--- config.mk ---
export PLATFORM = sky130hd
export DESIGN_NAME = uart_rx
export DESIGN_NICKNAME = d
export VERILOG_FILES = /design/src/rtl/uart_rx_pkg.sv /design/src/rtl/sync_2ff.sv /design/src/rtl/uart_rx.sv
export SDC_FILE = /design/constraint.sdc
export NUM_CORES = 1
export LEC_CHECK = 0
export BUFFER_PORTS_ARGS = -buffer_cell sky130_fd_sc_hd__buf_2
export CAP_MARGIN = 20
export CORE_MARGIN = 2
export CORE_UTILIZATION = 57
export DETAILED_ROUTE_END_ITERATION = 8
export PLACE_DENSITY = 0.77
export REMOVE_ABC_BUFFERS = 1
export SKIP_CTS_REPAIR_TIMING = 1
export SLEW_MARGIN = 15
export SYNTH_ARGS = -nofsm -noshare
export SYNTH_HDL_FRONTEND = slang
export SYNTH_SLANG_ARGS = --single-unit
--- constraint.sdc ---
create_clock -name clk -period 2.66 [get_ports clk]
set_clock_uncertainty 0.1 [all_clocks]
set_input_delay 0.133 -clock clk [delete_from_list [all_inputs] [get_ports clk]]
set_output_delay 0.133 -clock clk [all_outputs]
set_load 0.03 [all_outputs]
--- src/rtl/uart_rx_pkg.sv ---
// -----------------------------------------------------------------------------
// uart_rx_pkg
// Shared definitions for the UART transmitter/receiver pair: baud-rate
// derivation, a ceil-log2 helper for counter sizing, and the receiver state
// encoding. One tx/rx pair built from the same CLK_FREQ_KHz/BAUD_RATE_BPS
// therefore agrees on the bit period by construction.
// -----------------------------------------------------------------------------
package uart_rx_pkg;

    // Receiver state, one-hot so each state decodes from a single bit.
    typedef logic [4:0] status_t;

    localparam status_t ST_IDLE     = 5'b00001;
    localparam status_t ST_START    = 5'b00010;
    localparam status_t ST_DATA     = 5'b00100;
    localparam status_t ST_STOP     = 5'b01000;
    localparam status_t ST_RECOVER  = 5'b10000;

    // Smallest width able to hold 'value' distinct codes, never below 1.
    function automatic int clog2(input int value);
        int width;
        width = 0;
        for (int i = 0; i < 31; i++) begin
            if ((1 << i) < value) begin
                width = i + 1;
            end
        end
        return (width < 1) ? 1 : width;
    endfunction

    // Clocks per bit, integer-truncated.
    function automatic int bit_clocks(input int clk_freq_khz, input int baud_rate_bps);
        return int'((longint'(clk_freq_khz) * 1000) / baud_rate_bps);
    endfunction

    // Clocks from the start edge to the middle of the start bit.
    function automatic int half_clocks(input int bit_clks);
        return bit_clks / 2;
    endfunction

endpackage

--- src/rtl/sync_2ff.sv ---
// -----------------------------------------------------------------------------
// sync_2ff
// Two-flop synchroniser for a single asynchronous input. Output lags the
// input by two clocks. Reset value is a parameter so idle-high lines (UART)
// and idle-low lines can share the block.
//   clk : system clock, rising edge
//   rst : synchronous active-high reset, loads RESET_VAL into both flops
//   d   : asynchronous input
//   q   : synchronised output
// -----------------------------------------------------------------------------
module sync_2ff #(
    parameter logic RESET_VAL = 1'b1
) (
    input  logic clk,
    input  logic rst,
    input  logic d,
    output logic q
);

    logic r_meta;
    logic r_q;

    // NOTE: non-blocking assignments make r_q take the pre-edge r_meta, giving a
    // real two-stage chain; blocking here would collapse it to one flop.
    always_ff @(posedge clk) begin
        if (rst) begin
            r_meta <= RESET_VAL;
            r_q    <= RESET_VAL;
        end else begin
            r_meta <= d;
            r_q    <= r_meta;
        end
    end

    assign q = r_q;

endmodule

--- src/rtl/uart_rx.sv ---
// -----------------------------------------------------------------------------
// uart_rx
// 8N1 UART receiver. The serial line is synchronised, a falling edge is
// qualified by re-sampling at mid start bit, then each data bit (LSB first)
// and the stop bit are sampled at mid-bit. No oversampling or voting.
//   clk       : system clock, rising edge
//   rst       : synchronous active-high reset
//   rx        : asynchronous serial line, idle high
//   data      : last good byte, held until the next good byte
//   data_en   : one-cycle strobe, data updated this cycle
//   frame_err : one-cycle strobe, stop bit sampled low, byte discarded
//   rx_busy   : high whenever the receiver is not idle
// -----------------------------------------------------------------------------
module uart_rx
    import uart_rx_pkg::*;
#(
    parameter int CLK_FREQ_KHz  = 50000,
    parameter int BAUD_RATE_BPS = 115200
) (
    input  logic       clk,
    input  logic       rst,
    input  logic       rx,
    output logic [7:0] data,
    output logic       data_en,
    output logic       frame_err,
    output logic       rx_busy
);

    localparam int BIT_CLOCKS  = bit_clocks(CLK_FREQ_KHz, BAUD_RATE_BPS);
    localparam int HALF_CLOCKS = half_clocks(BIT_CLOCKS);
    localparam int CNT_W       = clog2(BIT_CLOCKS);

    localparam logic [CNT_W-1:0] BIT_LAST  = CNT_W'(BIT_CLOCKS - 1);
    localparam logic [CNT_W-1:0] HALF_LAST = CNT_W'(HALF_CLOCKS - 1);

    logic             w_rx_s;
    logic             w_bit_done;
    logic             w_half_done;

    status_t          r_state;
    logic [CNT_W-1:0] r_bit_cnt;
    logic [2:0]       r_data_cnt;
    logic [7:0]       r_shift;
    logic [7:0]       r_data;
    logic             r_data_en;
    logic             r_frame_err;

    // The line idles high, so the synchroniser resets high to avoid a false
    // start bit straight out of reset.
    sync_2ff #(
        .RESET_VAL (1'b1)
    ) u_sync (
        .clk (clk),
        .rst (rst),
        .d   (rx),
        .q   (w_rx_s)
    );

    assign w_bit_done  = (r_bit_cnt == BIT_LAST);
    assign w_half_done = (r_bit_cnt == HALF_LAST);

    always_ff @(posedge clk) begin
        if (rst) begin
            r_state     <= ST_IDLE;
            r_bit_cnt   <= '0;
            r_data_cnt  <= '0;
            r_data      <= '0;
            r_data_en   <= 1'b0;
            r_frame_err <= 1'b0;
        end else begin
            // NOTE: strobes default low every cycle so each is exactly one
            // cycle wide; only the stop-bit decision below raises one.
            r_data_en   <= 1'b0;
            r_frame_err <= 1'b0;

            case (r_state)
                ST_IDLE: begin
                    r_bit_cnt  <= '0;
                    r_data_cnt <= '0;
                    if (!w_rx_s) begin
                        r_state <= ST_START;
                    end
                end

                // Re-check the line at mid start bit; a short low pulse is
                // treated as noise and dropped silently.
                ST_START: begin
                    if (w_half_done) begin
                        r_bit_cnt <= '0;
                        r_state   <= w_rx_s ? ST_IDLE : ST_DATA;
                    end else begin
                        r_bit_cnt <= r_bit_cnt + 1'b1;
                    end
                end

                // Counting restarts at mid start bit, so every BIT_CLOCKS
                // later lands at mid data bit.
                ST_DATA: begin
                    if (w_bit_done) begin
                        r_bit_cnt <= '0;
                        if (r_data_cnt == 3'd7) begin
                            r_data_cnt <= '0;
                            r_state    <= ST_STOP;
                        end else begin
                            r_data_cnt <= r_data_cnt + 3'd1;
                        end
                    end else begin
                        r_bit_cnt <= r_bit_cnt + 1'b1;
                    end
                end

                // Deciding at mid stop bit returns to Idle half a bit early,
                // so a start bit directly after the stop bit is not missed.
                ST_STOP: begin
                    if (w_bit_done) begin
                        r_bit_cnt <= '0;
                        if (w_rx_s) begin
                            r_data    <= r_shift;
                            r_data_en <= 1'b1;
                            r_state   <= ST_IDLE;
                        end else begin
                            r_frame_err <= 1'b1;
                            r_state     <= ST_RECOVER;
                        end
                    end else begin
                        r_bit_cnt <= r_bit_cnt + 1'b1;
                    end
                end

                // After a framing error the line may sit low (break or fault);
                // only a return to high re-arms start detection.
                ST_RECOVER: begin
                    if (w_rx_s) begin
                        r_state <= ST_IDLE;
                    end
                end

                default: begin
                    r_state <= ST_IDLE;
                end
            endcase
        end
    end

    // NOTE: the shift register has no reset; it is only published after eight
    // fresh samples have been shifted in, so its start value never escapes.
    always_ff @(posedge clk) begin
        if ((r_state == ST_DATA) && w_bit_done) begin
            r_shift <= {w_rx_s, r_shift[7:1]};
        end
    end

    assign data      = r_data;
    assign data_en   = r_data_en;
    assign frame_err = r_frame_err;
    assign rx_busy   = (r_state != ST_IDLE);

endmodule

-- After elaboration in Yosys (flattened, before gate mapping)
Index checks and enable logic that the tools add are counted.
- reductions and logical operators: 8
- eq/ne operators: 15
- add/subtract/negate cells: 2
- mux-type cells: 17
- bitwise logic cells: 2
- operators with widths (kind ; count):
    $mux W5 ; 7
    $pmux W9 S3 ; 1
    $pmux W5 S5 ; 1
    $mux W9 ; 2
    $ne A2 B2 Y1 const B ; 5
    $add A9 B1 Y9 const B ; 1
    $eq A9 B8 Y1 const B ; 1
    $eq A9 B9 Y1 const B ; 1
    $mux W3 ; 3
    $pmux W3 S2 ; 1
    $reduce_and A6 Y1 ; 1
    $eq A5 B1 Y1 const B ; 1
    $eq A5 B2 Y1 const B ; 1
    $eq A5 B3 Y1 const B ; 1
    $eq A5 B4 Y1 const B ; 1
    $eq A5 B5 Y1 const B ; 1
    $ne A5 B1 Y1 const B ; 1
    $add A3 B1 Y3 const B ; 1
    $eq A3 B3 Y1 const B ; 1
    $reduce_and A3 Y1 ; 1
    $reduce_bool A3 Y1 ; 1
    $reduce_or A3 Y1 ; 1
    $mux W1 ; 2
    $ne A2 B1 Y1 const B ; 1
    5 further kinds ; 6
- bits in registers: 37
- output and inout port bits: 11
- logic and storage cells: 53

-- Longest topological paths before layout
- depth in word-level cells: 4
- mapped depth: 8
- gate-level depth less buffers: 8

-- Modules after synthesis
Synthesis repeated with hierarchy kept, for this count alone.
- cells, all modules: 188
- area total of the unflattened synthesis: 1784.2 um2
- modules (own cells, without submodules) (module ; cells an instance ; instances ; area each (um2) ; seq. area each (um2)):
    uart_rx ; 184 ; 1 ; 1731.7 ; 780.7
    sync_2ff ; 4 ; 1 ; 52.6 ; 40.0

-- Worst setup path before layout
OpenSTA, ideal clock, no wires.
- kind: register to register
- from: register r_bit_cnt[0]
- to: register r_bit_cnt[5]
- period minus slack after synthesis: 2105 ps
- library setup time: 122 ps
- cell stages (with the launch flop): 9
- setup slack: 555 ps
- arrival: 1883 ps
- cell sequence: dfxtp_1 inv_1 ha_1 or4b_1 or3_4 a2bb2oi_2 buf_6 nor4b_1 a221o_1
- cells in the longest elaborated chain, start to end: 3
- elaborated cells on any way between the ends: 6
- ends and longest elaborated chain (element ; RTL line ; text):
    start: declaration ; uart_rx.sv:41 ; logic [CNT_W-1:0] r_bit_cnt;
    start signal: assignment ; uart_rx.sv:92 ; r_bit_cnt <= r_bit_cnt + 1'b1;
    start signal: assignment ; uart_rx.sv:108 ; r_bit_cnt <= r_bit_cnt + 1'b1;
    start signal: assignment ; uart_rx.sv:126 ; r_bit_cnt <= r_bit_cnt + 1'b1;
    $add A9 B1 Y9, or another cell as far along ; uart_rx.sv:92, uart_rx.sv:108, uart_rx.sv:126 ;
    $mux W9, on equally long branches ; uart_rx.sv:99, uart_rx.sv:115, uart_rx.sv:88 ;
    $pmux W9 S3 * ; uart_rx.sv:76 ; case (r_state)
Mark *: on every way between the ends. The rest lies on a longest branch, timed or not.
A chain may end at the register's enable or synchronous reset.

-- Worst setup path in the final report
- from: register r_bit_cnt[0]
- to: register r_bit_cnt[4]
The elaborated chain is that of the path after synthesis.

==> results.txt <==
Num CTS Buffers = 5
Worst-path clk slew = 0.11 ns
ANT nets after route = 0
Largest net degree at the start of global routing = 30
Yosys warns = 0
Die width = 57.7 um
Boundary Pins = 14
Crit path time final = 2.46 ns
Die height = 57.7 um
Clk buf depth = 2
Util after Layout = 65.2%
Unrepaired setup endpoints after global routing = false
DRC violations left = 0
Power per cell area = 633 nW/um2
Latest clock arrival within the worst-skew pair = 0.35 ns
Worst-Margin Slew = 0.489 ns
FILL cells = 221
Layout cell share with drive strength beyond 1 = 15.1%
Critical Path Fanout Max = 7
Final GP Congestion = 0.890
Register area share after synthesis = 50.0%
Worst Hold Class = input port to flop
1st-pass router iterations = 4
Routed vias/inst = 6.00
Rows = 19
Slew Limit Fails = 0
1st-iter DRT viols = 142
Share of synthesized registers carrying an async set or reset = 0%
Area share of the largest cell type after synthesis = 35.4%
H-Tree Depth = 2
FF+latch count, synth = 37
# diodes = 0
Clock Sinks = 37
Synth Flop Type = dfxtp_1
Post-synth cell types = 38
DR vias = 1302
Initial core utilization = 59.5%
Number of synthesized flops with an enable pin = 8
Run status = complete, no violations
P&R area growth vs syn = 9.60%
Gr ovfl total = 0
Cells after Synth = 169
Hold slack = 0.119 ns
IR drop worst, VDD = 584 uV
Final count of negative-setup-slack endpoints = 0
WL per Instance = 14.8 um
Vias in the first global route = 1251
Fmax = 407 MHz
Area leader, netlist = dfxtp_1
Core area = 2760 um2
Die ar. = 3330 um2
Area contributors post-synth = dfxtp_1, edfxtp_1, nor2_1
First-pass GRT wire length = 5660 um
Total Wirelength = 3200 um
Root Driver = clkbuf_4
Setup TNS = 0 ns
Slew Limit Headroom = 67.4%
TritonCTS clock tree = built
Worst Setup Start Kind = flop
Top post-synthesis cells by count = dfxtp_1, nor2_1, nand2_1
Final Hold Vio Count = 0
Antenna violations before repair = 0
Max Cap Violations = 0
Count leader, synth = dfxtp_1
CP Class = flop to flop
Buffers on Ports = 13
All-layer global routing usage = 22.2%
Arr. time, crit path = 2.59 ns
Final HPWL DP = 2320 um
Tcrit/Tclk final = 92.4%
Post-Syn Area = 1640 um2
Element type at the critical path end = flop
WP data required = 2.79 ns
Leakage = 0.767 nW
Synthesized area per cell = 9.71 um2
Nets = 193
[flip-flops by register name, summed over array words and instances, names as in the netlist]
| register | flops |
|---|---|
| r_data_cnt | 3 |
| r_shift | 8 |
| u_sync.r_meta | 1 |
| r_bit_cnt | 9 |
| r_state | 5 |
| frame_err | 1 |
| u_sync.q | 1 |
| data_en | 1 |
| data | 8 |
[cell families (layout without fill, tap and decap cells)]
group                    count (synthesis)  count (layout)  share of synthesized area [%]
multiplexers                             8               8                           4.88
XOR/XNOR                                 3               3                           1.60
AND/OR/NAND/NOR                         78              78                           24.6
AO/OA/AOI/OAI                           26              26                           11.7
adder cells (fa/ha/maj)                  5               5                           3.81
buffers and inverters                   12              29                           3.35
flip-flops                              37              37                           50.0
[critical path, cell delays in order, from the launching register on]
cell	delay, ns
dfxtp_1	0.38
inv_1	0.08
ha_1	0.13
or4b_1	0.44
or3_4	0.36
a2bb2oi_2	0.31
nor2_1	0.19
a221o_1	0.37
[where the power goes]
part,internal [W],switching [W],leakage [nW]
Clock,0.000129,0.000186,0.0382
Sequential,0.000585,0.0000224,0.306
Combinational,0.0000712,0.000145,0.423
[metal layers]
layer / vias up / part of all wire [%] / track usage, %
li1: 642 / - / -
met1: 600 / 44 / 28.3
met2: 51 / 48 / 34.1
met3: 9 / 5.6 / 7.81
met4: 0 / 1.8 / 9.63
met5: - / 0 / 0
[final timing paths]
path / endpoint / depth (start not counted) / start / slack [ns]
min: data[7] / 2 / rst / 0.12
min reg2reg: u_sync.q / 1 / u_sync.r_meta / 0.33
max reg2reg: r_bit_cnt[4] / 7 / r_bit_cnt[0] / 0.20
max: r_bit_cnt[4] / 7 / r_bit_cnt[0] / 0.20
[stage by stage]
stage	cell area, um2	power (W)	setup slack (ns)	cells
2_1_floorplan	1610	0.000768	0.363	162
3_3_place_gp	1720	0.000823	0.367	208
3_5_place_dp	1720	0.000831	0.225	208
4_1_cts	1790	0.00114	0.202	216
5_1_grt	1800	0.00120	0.0843	217
6_report	1800	0.00114	0.202	217
[layout by cell type (no fill, tap or decap), types with 3 or more instances in the layout]
master / count
dfxtp_1: 29
nor2_1: 24
nand2_1: 13
buf_2: 13
nand3_1: 9
mux2i_1: 8
edfxtp_1: 8
a21oi_1: 6
a221o_1: 6
inv_1: 5
ha_1: 5
clkbuf_4: 5
and3_1: 4
nand4_1: 4
nor3_1: 4
o21ai_0: 4
nand2b_1: 3
or2_2: 3
and2_1: 3
o211ai_1: 3
[final cells by class]
type,count,area (um2),share of cell area (%)
clock buffers,6,51.3,2.85
clock inverters,2,13.8,0.765
inverters,5,18.8,1.04
multi-input cells,120,766,42.6
flip-flops and latches,37,821,45.6
well taps,31,38.8,2.16
repair buffers,16,90.1,5.01
Note: power is estimated with default switching activity, not from simulation.
